`src/rtl/conv_window_streamer_if.sv`:
```
// Pixel-in / window-out stream bundle for conv_window_streamer.
// The design sits on the slave modport and the upstream/downstream driver on master.
interface conv_window_streamer_if #(
  parameter int DATA_W = 32,
  parameter int DIM_W  = 10
);
  logic                in_valid;
  logic [DATA_W-1:0]   in_data;
  logic                in_ready;
  logic                out_valid;
  logic                out_ready;
  logic [9*DATA_W-1:0] out_window;
  logic [DIM_W-1:0]    out_row;
  logic [DIM_W-1:0]    out_col;

  modport master (
    output in_valid, in_data, out_ready,
    input  in_ready, out_valid, out_window, out_row, out_col
  );

  modport slave (
    input  in_valid, in_data, out_ready,
    output in_ready, out_valid, out_window, out_row, out_col
  );
endinterface

```
`src/rtl/conv_window_streamer.sv`:
```
// Streams a raster-order frame and emits every valid-mode 3x3 window with its
// top-left coordinate, using two line buffers and a 3x3 column shift register.
module conv_window_streamer #(
  parameter int DATA_W   = 32,
  parameter int MAX_COLS = 64,
  parameter int DIM_W    = 10
) (
  input  logic                   clk,
  input  logic                   rst,
  input  logic [DIM_W-1:0]       i_cfg_rows,
  input  logic [DIM_W-1:0]       i_cfg_cols,
  input  logic                   i_start,
  output logic                   o_done,
  output logic                   o_err,
  conv_window_streamer_if.slave  s_strm
);

  localparam int               COL_AW     = (MAX_COLS > 1) ? $clog2(MAX_COLS) : 1;
  localparam logic [DIM_W-1:0] ONE        = DIM_W'(1);
  localparam logic [DIM_W-1:0] TWO        = DIM_W'(2);
  localparam logic [DIM_W-1:0] THREE      = DIM_W'(3);
  localparam logic [DIM_W-1:0] MAX_COLS_D = DIM_W'(MAX_COLS);

  typedef enum logic [1:0] {S_IDLE, S_RUN, S_DRAIN} state_t;

  state_t                 r_state;
  state_t                 w_next_state;
  logic [DIM_W-1:0]       r_rows;
  logic [DIM_W-1:0]       r_cols;
  logic [DIM_W-1:0]       r_row;
  logic [DIM_W-1:0]       r_col;
  logic [DIM_W-1:0]       r_out_row;
  logic [DIM_W-1:0]       r_out_col;
  logic                   r_out_valid;
  logic                   r_done;
  logic                   r_err;
  logic [8:0][DATA_W-1:0] r_win;
  logic [DATA_W-1:0]      r_linebuf0 [MAX_COLS];
  logic [DATA_W-1:0]      r_linebuf1 [MAX_COLS];

  logic              w_cfg_ok;
  logic              w_start_ok;
  logic              w_start_bad;
  logic              w_in_ready;
  logic              w_in_fire;
  logic              w_out_fire;
  logic              w_last_col;
  logic              w_last_pix;
  logic              w_emit;
  logic [COL_AW-1:0] w_col_idx;
  logic [DATA_W-1:0] w_lb0_rd;
  logic [DATA_W-1:0] w_lb1_rd;

  assign w_cfg_ok    = (i_cfg_rows >= THREE) && (i_cfg_cols >= THREE) &&
                       (i_cfg_cols <= MAX_COLS_D);
  assign w_start_ok  = (r_state == S_IDLE) && i_start && w_cfg_ok;
  assign w_start_bad = (r_state == S_IDLE) && i_start && !w_cfg_ok;

  // Single output register without skid: a new pixel may enter only if the
  // held window is empty or leaving this cycle.
  assign w_in_ready = (r_state == S_RUN) && (!r_out_valid || s_strm.out_ready);
  assign w_in_fire  = s_strm.in_valid && w_in_ready;
  assign w_out_fire = r_out_valid && s_strm.out_ready;

  assign w_last_col = (r_col == r_cols - ONE);
  assign w_last_pix = w_last_col && (r_row == r_rows - ONE);
  assign w_emit     = (r_row >= TWO) && (r_col >= TWO);

  assign w_col_idx = r_col[COL_AW-1:0];
  assign w_lb0_rd  = r_linebuf0[w_col_idx];
  assign w_lb1_rd  = r_linebuf1[w_col_idx];

  // NOTE: sequential state is updated with non-blocking assignments only, so every
  // always_ff sees pre-edge values regardless of evaluation order.
  always_ff @(posedge clk) begin
    if (rst) begin
      r_state <= S_IDLE;
    end else begin
      r_state <= w_next_state;
    end
  end

  // DRAIN is left one cycle after the final transfer, i.e. after the done pulse,
  // so a start coinciding with done still lands outside IDLE.
  always_comb begin
    // NOTE: the default first keeps every path assigned, so no latch is inferred.
    w_next_state = r_state;
    unique case (r_state)
      S_IDLE:  if (w_start_ok) w_next_state = S_RUN;
      S_RUN:   if (w_in_fire && w_last_pix) w_next_state = S_DRAIN;
      S_DRAIN: if (r_done) w_next_state = S_IDLE;
      default: w_next_state = S_IDLE;
    endcase
  end

  always_ff @(posedge clk) begin
    if (rst) begin
      r_rows      <= '0;
      r_cols      <= '0;
      r_row       <= '0;
      r_col       <= '0;
      r_out_row   <= '0;
      r_out_col   <= '0;
      r_out_valid <= 1'b0;
      r_done      <= 1'b0;
      r_err       <= 1'b0;
      r_win       <= '0;
    end else begin
      r_done <= (r_state == S_DRAIN) && w_out_fire;
      r_err  <= w_start_bad;

      if (w_start_ok) begin
        r_rows <= i_cfg_rows;
        r_cols <= i_cfg_cols;
        r_row  <= '0;
        r_col  <= '0;
      end

      if (w_out_fire) r_out_valid <= 1'b0;

      if (w_in_fire) begin
        for (int k = 0; k < 3; k++) begin
          r_win[3*k]   <= r_win[3*k+1];
          r_win[3*k+1] <= r_win[3*k+2];
        end
        r_win[2] <= w_lb1_rd;
        r_win[5] <= w_lb0_rd;
        r_win[8] <= s_strm.in_data;

        if (w_last_col) begin
          r_col <= '0;
          r_row <= r_row + ONE;
        end else begin
          r_col <= r_col + ONE;
        end

        if (w_emit) begin
          r_out_valid <= 1'b1;
          r_out_row   <= r_row - TWO;
          r_out_col   <= r_col - TWO;
        end
      end
    end
  end

  // NOTE: line-buffer storage is deliberately not reset so it can map onto RAM;
  // stale contents only ever feed rows 0-1, which never produce a window.
  always_ff @(posedge clk) begin
    if (w_in_fire) begin
      r_linebuf1[w_col_idx] <= w_lb0_rd;
      r_linebuf0[w_col_idx] <= s_strm.in_data;
    end
  end

  assign s_strm.in_ready   = w_in_ready;
  assign s_strm.out_valid  = r_out_valid;
  assign s_strm.out_window = r_win;
  assign s_strm.out_row    = r_out_row;
  assign s_strm.out_col    = r_out_col;
  assign o_done            = r_done;
  assign o_err             = r_err;

endmodule
```
`src/flat_wrapper.sv`:
```
// flat-port wrapper written by rule: the top's interface ports become plain ports
module conv_window_streamer_flat 
#(
  parameter int DATA_W   = 32,
  parameter int MAX_COLS = 64,
  parameter int DIM_W    = 10
)
  (clk, rst, i_cfg_rows, i_cfg_cols, i_start, o_done, o_err, s_strm_in_valid, s_strm_in_data, s_strm_out_ready, s_strm_in_ready, s_strm_out_valid, s_strm_out_window, s_strm_out_row, s_strm_out_col);
  conv_window_streamer_if #(.DATA_W(DATA_W), .DIM_W(DIM_W)) s_strm_i ();
  input  logic clk;
  input  logic rst;
  input  logic [DIM_W-1:0] i_cfg_rows;
  input  logic [DIM_W-1:0] i_cfg_cols;
  input  logic i_start;
  output logic o_done;
  output logic o_err;
  input wire logic [$bits(s_strm_i.in_valid)-1:0] s_strm_in_valid;
  input wire logic [$bits(s_strm_i.in_data)-1:0] s_strm_in_data;
  input wire logic [$bits(s_strm_i.out_ready)-1:0] s_strm_out_ready;
  output wire logic [$bits(s_strm_i.in_ready)-1:0] s_strm_in_ready;
  output wire logic [$bits(s_strm_i.out_valid)-1:0] s_strm_out_valid;
  output wire logic [$bits(s_strm_i.out_window)-1:0] s_strm_out_window;
  output wire logic [$bits(s_strm_i.out_row)-1:0] s_strm_out_row;
  output wire logic [$bits(s_strm_i.out_col)-1:0] s_strm_out_col;
  assign s_strm_i.in_valid = s_strm_in_valid;
  assign s_strm_i.in_data = s_strm_in_data;
  assign s_strm_i.out_ready = s_strm_out_ready;
  assign s_strm_in_ready = s_strm_i.in_ready;
  assign s_strm_out_valid = s_strm_i.out_valid;
  assign s_strm_out_window = s_strm_i.out_window;
  assign s_strm_out_row = s_strm_i.out_row;
  assign s_strm_out_col = s_strm_i.out_col;
  conv_window_streamer #(.DATA_W(DATA_W), .MAX_COLS(MAX_COLS), .DIM_W(DIM_W)) u_core (.clk(clk), .rst(rst), .i_cfg_rows(i_cfg_rows), .i_cfg_cols(i_cfg_cols), .i_start(i_start), .o_done(o_done), .o_err(o_err), .s_strm(s_strm_i));
endmodule
```
`config.mk`:
```
export PLATFORM = sky130hd
export DESIGN_NAME = conv_window_streamer_flat
export DESIGN_NICKNAME = d
export VERILOG_FILES = /design/src/rtl/conv_window_streamer_if.sv /design/src/rtl/conv_window_streamer.sv /design/src/flat_wrapper.sv
export SDC_FILE = /design/constraint.sdc
export NUM_CORES = 2
export LEC_CHECK = 0
export BUFFER_PORTS_ARGS = -buffer_cell sky130_fd_sc_hd__buf_2
export CAP_MARGIN = 15
export CORE_ASPECT_RATIO = 2
export CORE_UTILIZATION = 35
export CTS_CLUSTER_SIZE = 16
export DETAILED_ROUTE_END_ITERATION = 12
export GPL_TIMING_DRIVEN = 0
export SETUP_SLACK_MARGIN = 0.5
export SLEW_MARGIN = 40
export SYNTH_ARGS = -nofsm -noshare
export SYNTH_HDL_FRONTEND = slang
export SYNTH_SLANG_ARGS = --single-unit
```
`constraint.sdc`:
```
create_clock -name clk -period 9.45 [get_ports clk]
set_clock_uncertainty 0.2 [all_clocks]
set_input_delay 1.89 -clock clk [delete_from_list [all_inputs] [get_ports clk]]
set_output_delay 1.89 -clock clk [all_outputs]
set_load 0.005 [all_outputs]
```
==> results.sh <==
export IMPL_path_clk_slew_ps=60
export IMPL_timing_fmax_ghz=0.1606
export IMPL_synth_top_area_share_pct=72.41
export IMPL_hp_class="flop to flop"
export IMPL_synth_common_cells="4,096 x edfxtp_1, 1,059 x mux4_2, 786 x nand2_1, 359 x dfxtp_1, 279 x clkbuf_1"
export IMPL_grt_setup_unrepaired="false"
export IMPL_drt_iter0_markers=12950
export IMPL_dpl_cell_area_mm2=0.1938
export IMPL_postSynthCellCount=8370
export IMPL_end_kind="flop"
export IMPL_critPathTopFamily="buffers and inverters"
export IMPL_final_setup_tns_ps=0
export IMPL_synth_ff_type="edfxtp_1"
export IMPL_layout_min_cycle_time_ps=6228
export IMPL_outcome="finished clean"
export IMPL_grtUsageTotal_pct=26.51
export IMPL_cp_cell_sequence="buf_2, nand2b_1, and3_1, clkbuf_1, clkbuf_1, clkbuf_1, nand3_1, nor2_4, buf_8, buf_16, buf_8, buf_16"
export IMPL_crit_top_cell="clkbuf_1"
export IMPL_yosys_area_top_type="edfxtp_1"
export IMPL_power_leakage_nw=64.94
export IMPL_multiInputGateArea_mm2=0.03863
export IMPL_finalSetupViolCount=0
export IMPL_firstDrtPassIters=9
export IMPL_worst_pin_slew_ps=977.7
export IMPL_postRouteAntennaNets=0
export IMPL_cts_buffers_inserted=390
export IMPL_start_util_pct=35.15
export IMPL_report_final_hold_viol_count=0
export IMPL_grt_pass1_wl_um=858200
export IMPL_areaGrowthSynthToFinish_pct=21.40
export IMPL_async_flop_share_pct=0
export IMPL_crit_buf_inv=8
export IMPL_power_density_mw_per_mm2=183.6
export IMPL_root_buffer="clkbuf_16"
export IMPL_fillers=41405
export IMPL_irDropWorstVdd_uv=140.7
export IMPL_dieArea_mm2=0.4883
export IMPL_grt_pass1_vias=96548
export IMPL_vias=96292
export IMPL_crit_slowest_cell="nor2_4"
export IMPL_tritoncts="yes"
export IMPL_whs_ps=229.9
export IMPL_hpwl_um=502100
export IMPL_ctsResizeCount=0
export IMPL_syn_num_nets=8440
export IMPL_maxCapViolations=0
export IMPL_drt_total_wl_um=657500
export IMPL_grt_max_degree=66
export IMPL_crit_fanout=10
export IMPL_fin_nets=9801
export IMPL_place_gp_congestion=0.9660
export IMPL_htreeDepth=5
export IMPL_insertion_delay_ps=1030
export IMPL_clkSinkCount=4455
export IMPL_drv_slew=0
export IMPL_ys_warnings_count=0
export IMPL_critPathArrivalTime_ps=6720
export IMPL_crit_path_max_incr_delay_ps=870
export IMPL_design_area_mm2=0.2062
export IMPL_synth_edf_count=4096
export IMPL_overflow=0
export IMPL_synth_ff_latch_count=4455
export IMPL_drc_errors=0
export IMPL_vias_per_cell=5.863
export IMPL_critPathKind="input pin to flop"
export IMPL_grt_antenna_before_repair=58
export IMPL_yosysSeqAreaShare_pct=76.64
export IMPL_fp_dieW_um=494.6
export IMPL_clockBufferDepth=4
export IMPL_postCtsSetupBuffers=0
export IMPL_cp_required_ps=9950
export IMPL_core_mm2=0.4833
export IMPL_drive_gt1_share_pct=31.21
export IMPL_regArea_mm2=0.1302
export IMPL_relSlewSlack_pct=34.82
export IMPL_die_y_um=987.2
export IMPL_routedWlPerCell_um=40.03
export IMPL_finalCritPeriodShare_pct=65.90
export IMPL_synth_top_cells_by_area="edfxtp_1 72%, mux4_2 14%, dfxtp_1 4.2%"
export IMPL_rows=361
export IMPL_yosys_cell_types_count=73
export IMPL_synth_area_per_cell_um2=20.30
export IMPL_netlist_area_mm2=0.1699
export IMPL_io_buffers=367
export IMPL_cts_hold_repair_buffers=0
export IMPL_startpoint_type="input pin"
export IMPL_synth_most_common_cell="edfxtp_1"
export IMPL_pin_count=369
-- area by class of cell --
cell class                 count  share of cell area, %
antenna                       26                0.03155
timing repair buffer         969                  7.090
inverter                      23                0.04308
tap                         6352                  3.854
sequential                  4455                  63.13
clock inverter               207                 0.8094
multi-input combinational   3391                  18.73
buffer                       501                  1.191
clock buffer                 500                  5.121
-- through the flow --
stage / util [%] / std cells / worst slack (ps) / total power, W
final: 42.67 / 16424 / 3222 / 0.03785
after global routing: 42.66 / 16402 / 3274 / 0.03858
after CTS: 42.64 / 16396 / 3523 / 0.03793
after detailed placement: 40.11 / 15689 / 2535 / 0.02239
after global placement: 37.17 / 15089 / -4830 / 0.02234
after floorplan: - / 8370 / 2914 / 0.02202
-- power by group --
part           total (W)  switching [W]  leakage, nW  internal (W)
Clock             0.0159        0.00735         6.01       0.00853
Sequential        0.0214      0.0000148         39.7        0.0214
Combinational   0.000570       0.000425         19.2      0.000145
-- state kept, by name, summed over array words and instances, names as in the netlist, named ones only --
| signal | flops |
|---|---|
| u_core.r_cols | 10 |
| u_core.s_strm.out_window | 288 |
| u_core.o_err | 1 |
| u_core.r_linebuf0 | 2048 |
| u_core.s_strm.out_col | 10 |
| u_core.r_col | 10 |
| u_core.r_rows | 10 |
| u_core.o_done | 1 |
| u_core.s_strm.out_row | 10 |
| u_core.s_strm.out_valid | 1 |
| u_core.r_linebuf1 | 2048 |
| u_core.r_row | 10 |
| u_core.r_state | 2 |
-- metal layers --
layer / vias to the layer above / global-route usage (%) / wire length, um
li1: 37033 / - / -
met1: 50666 / 25.88 / 192600
met2: 6467 / 45.29 / 327200
met3: 2116 / 7.252 / 64840
met4: 10 / 24.26 / 72850
met5: - / 0.2167 / 66
-- worst reg2reg max path: stages, from the launching register on --
cell,delay [ps]
dfxtp_1,440
buf_2,320
buf_2,340
inv_2,530
buf_2,610
buf_2,340
buf_16,220
ha_1,250
nand3_1,550
nor2_4,880
buf_8,280
buf_16,190
buf_8,210
buf_16,180
-- final timing paths --
kind                             endpoint  slack, ps                          from  depth (start not counted)
max             u_core.r_linebuf1[10][26]       3220              s_strm_out_ready                         12
min          u_core.s_strm.out_window[30]        230  u_core.s_strm.out_window[62]                          2
max reg2reg     u_core.r_linebuf1[10][26]       3570               u_core.r_col[2]                         13
min reg2reg  u_core.s_strm.out_window[30]        230  u_core.s_strm.out_window[62]                          2
-- cells in the final DEF, fill, tap and decap left out, types with 73 or more instances in the layout --
master        n
edfxtp_1   4096
mux4_2     1059
nand2_1     786
buf_2       506
clkbuf_16   401
dfxtp_1     359
buf_16      291
buf_8       283
a21oi_1     271
mux2i_1     264
clkbuf_1    192
clkbuf_2    170
nor2_1      166
clkinv_1     81
clkinv_2     76
a211oi_1     73
-- cell families after synthesis --
family                     after synthesis  share of synthesized area [%]
AOI/OAI and AO/OA                      743                          2.893
buffers and inverters                  524                          1.333
DFF                                   4455                          76.64
muxes                                 1357                          15.82
adders and majority gates               13                        0.09575
and+or+nand+nor                       1246                          3.059
xor gates and xnor gates                32                         0.1650
(Power assumes the default switching activity.)
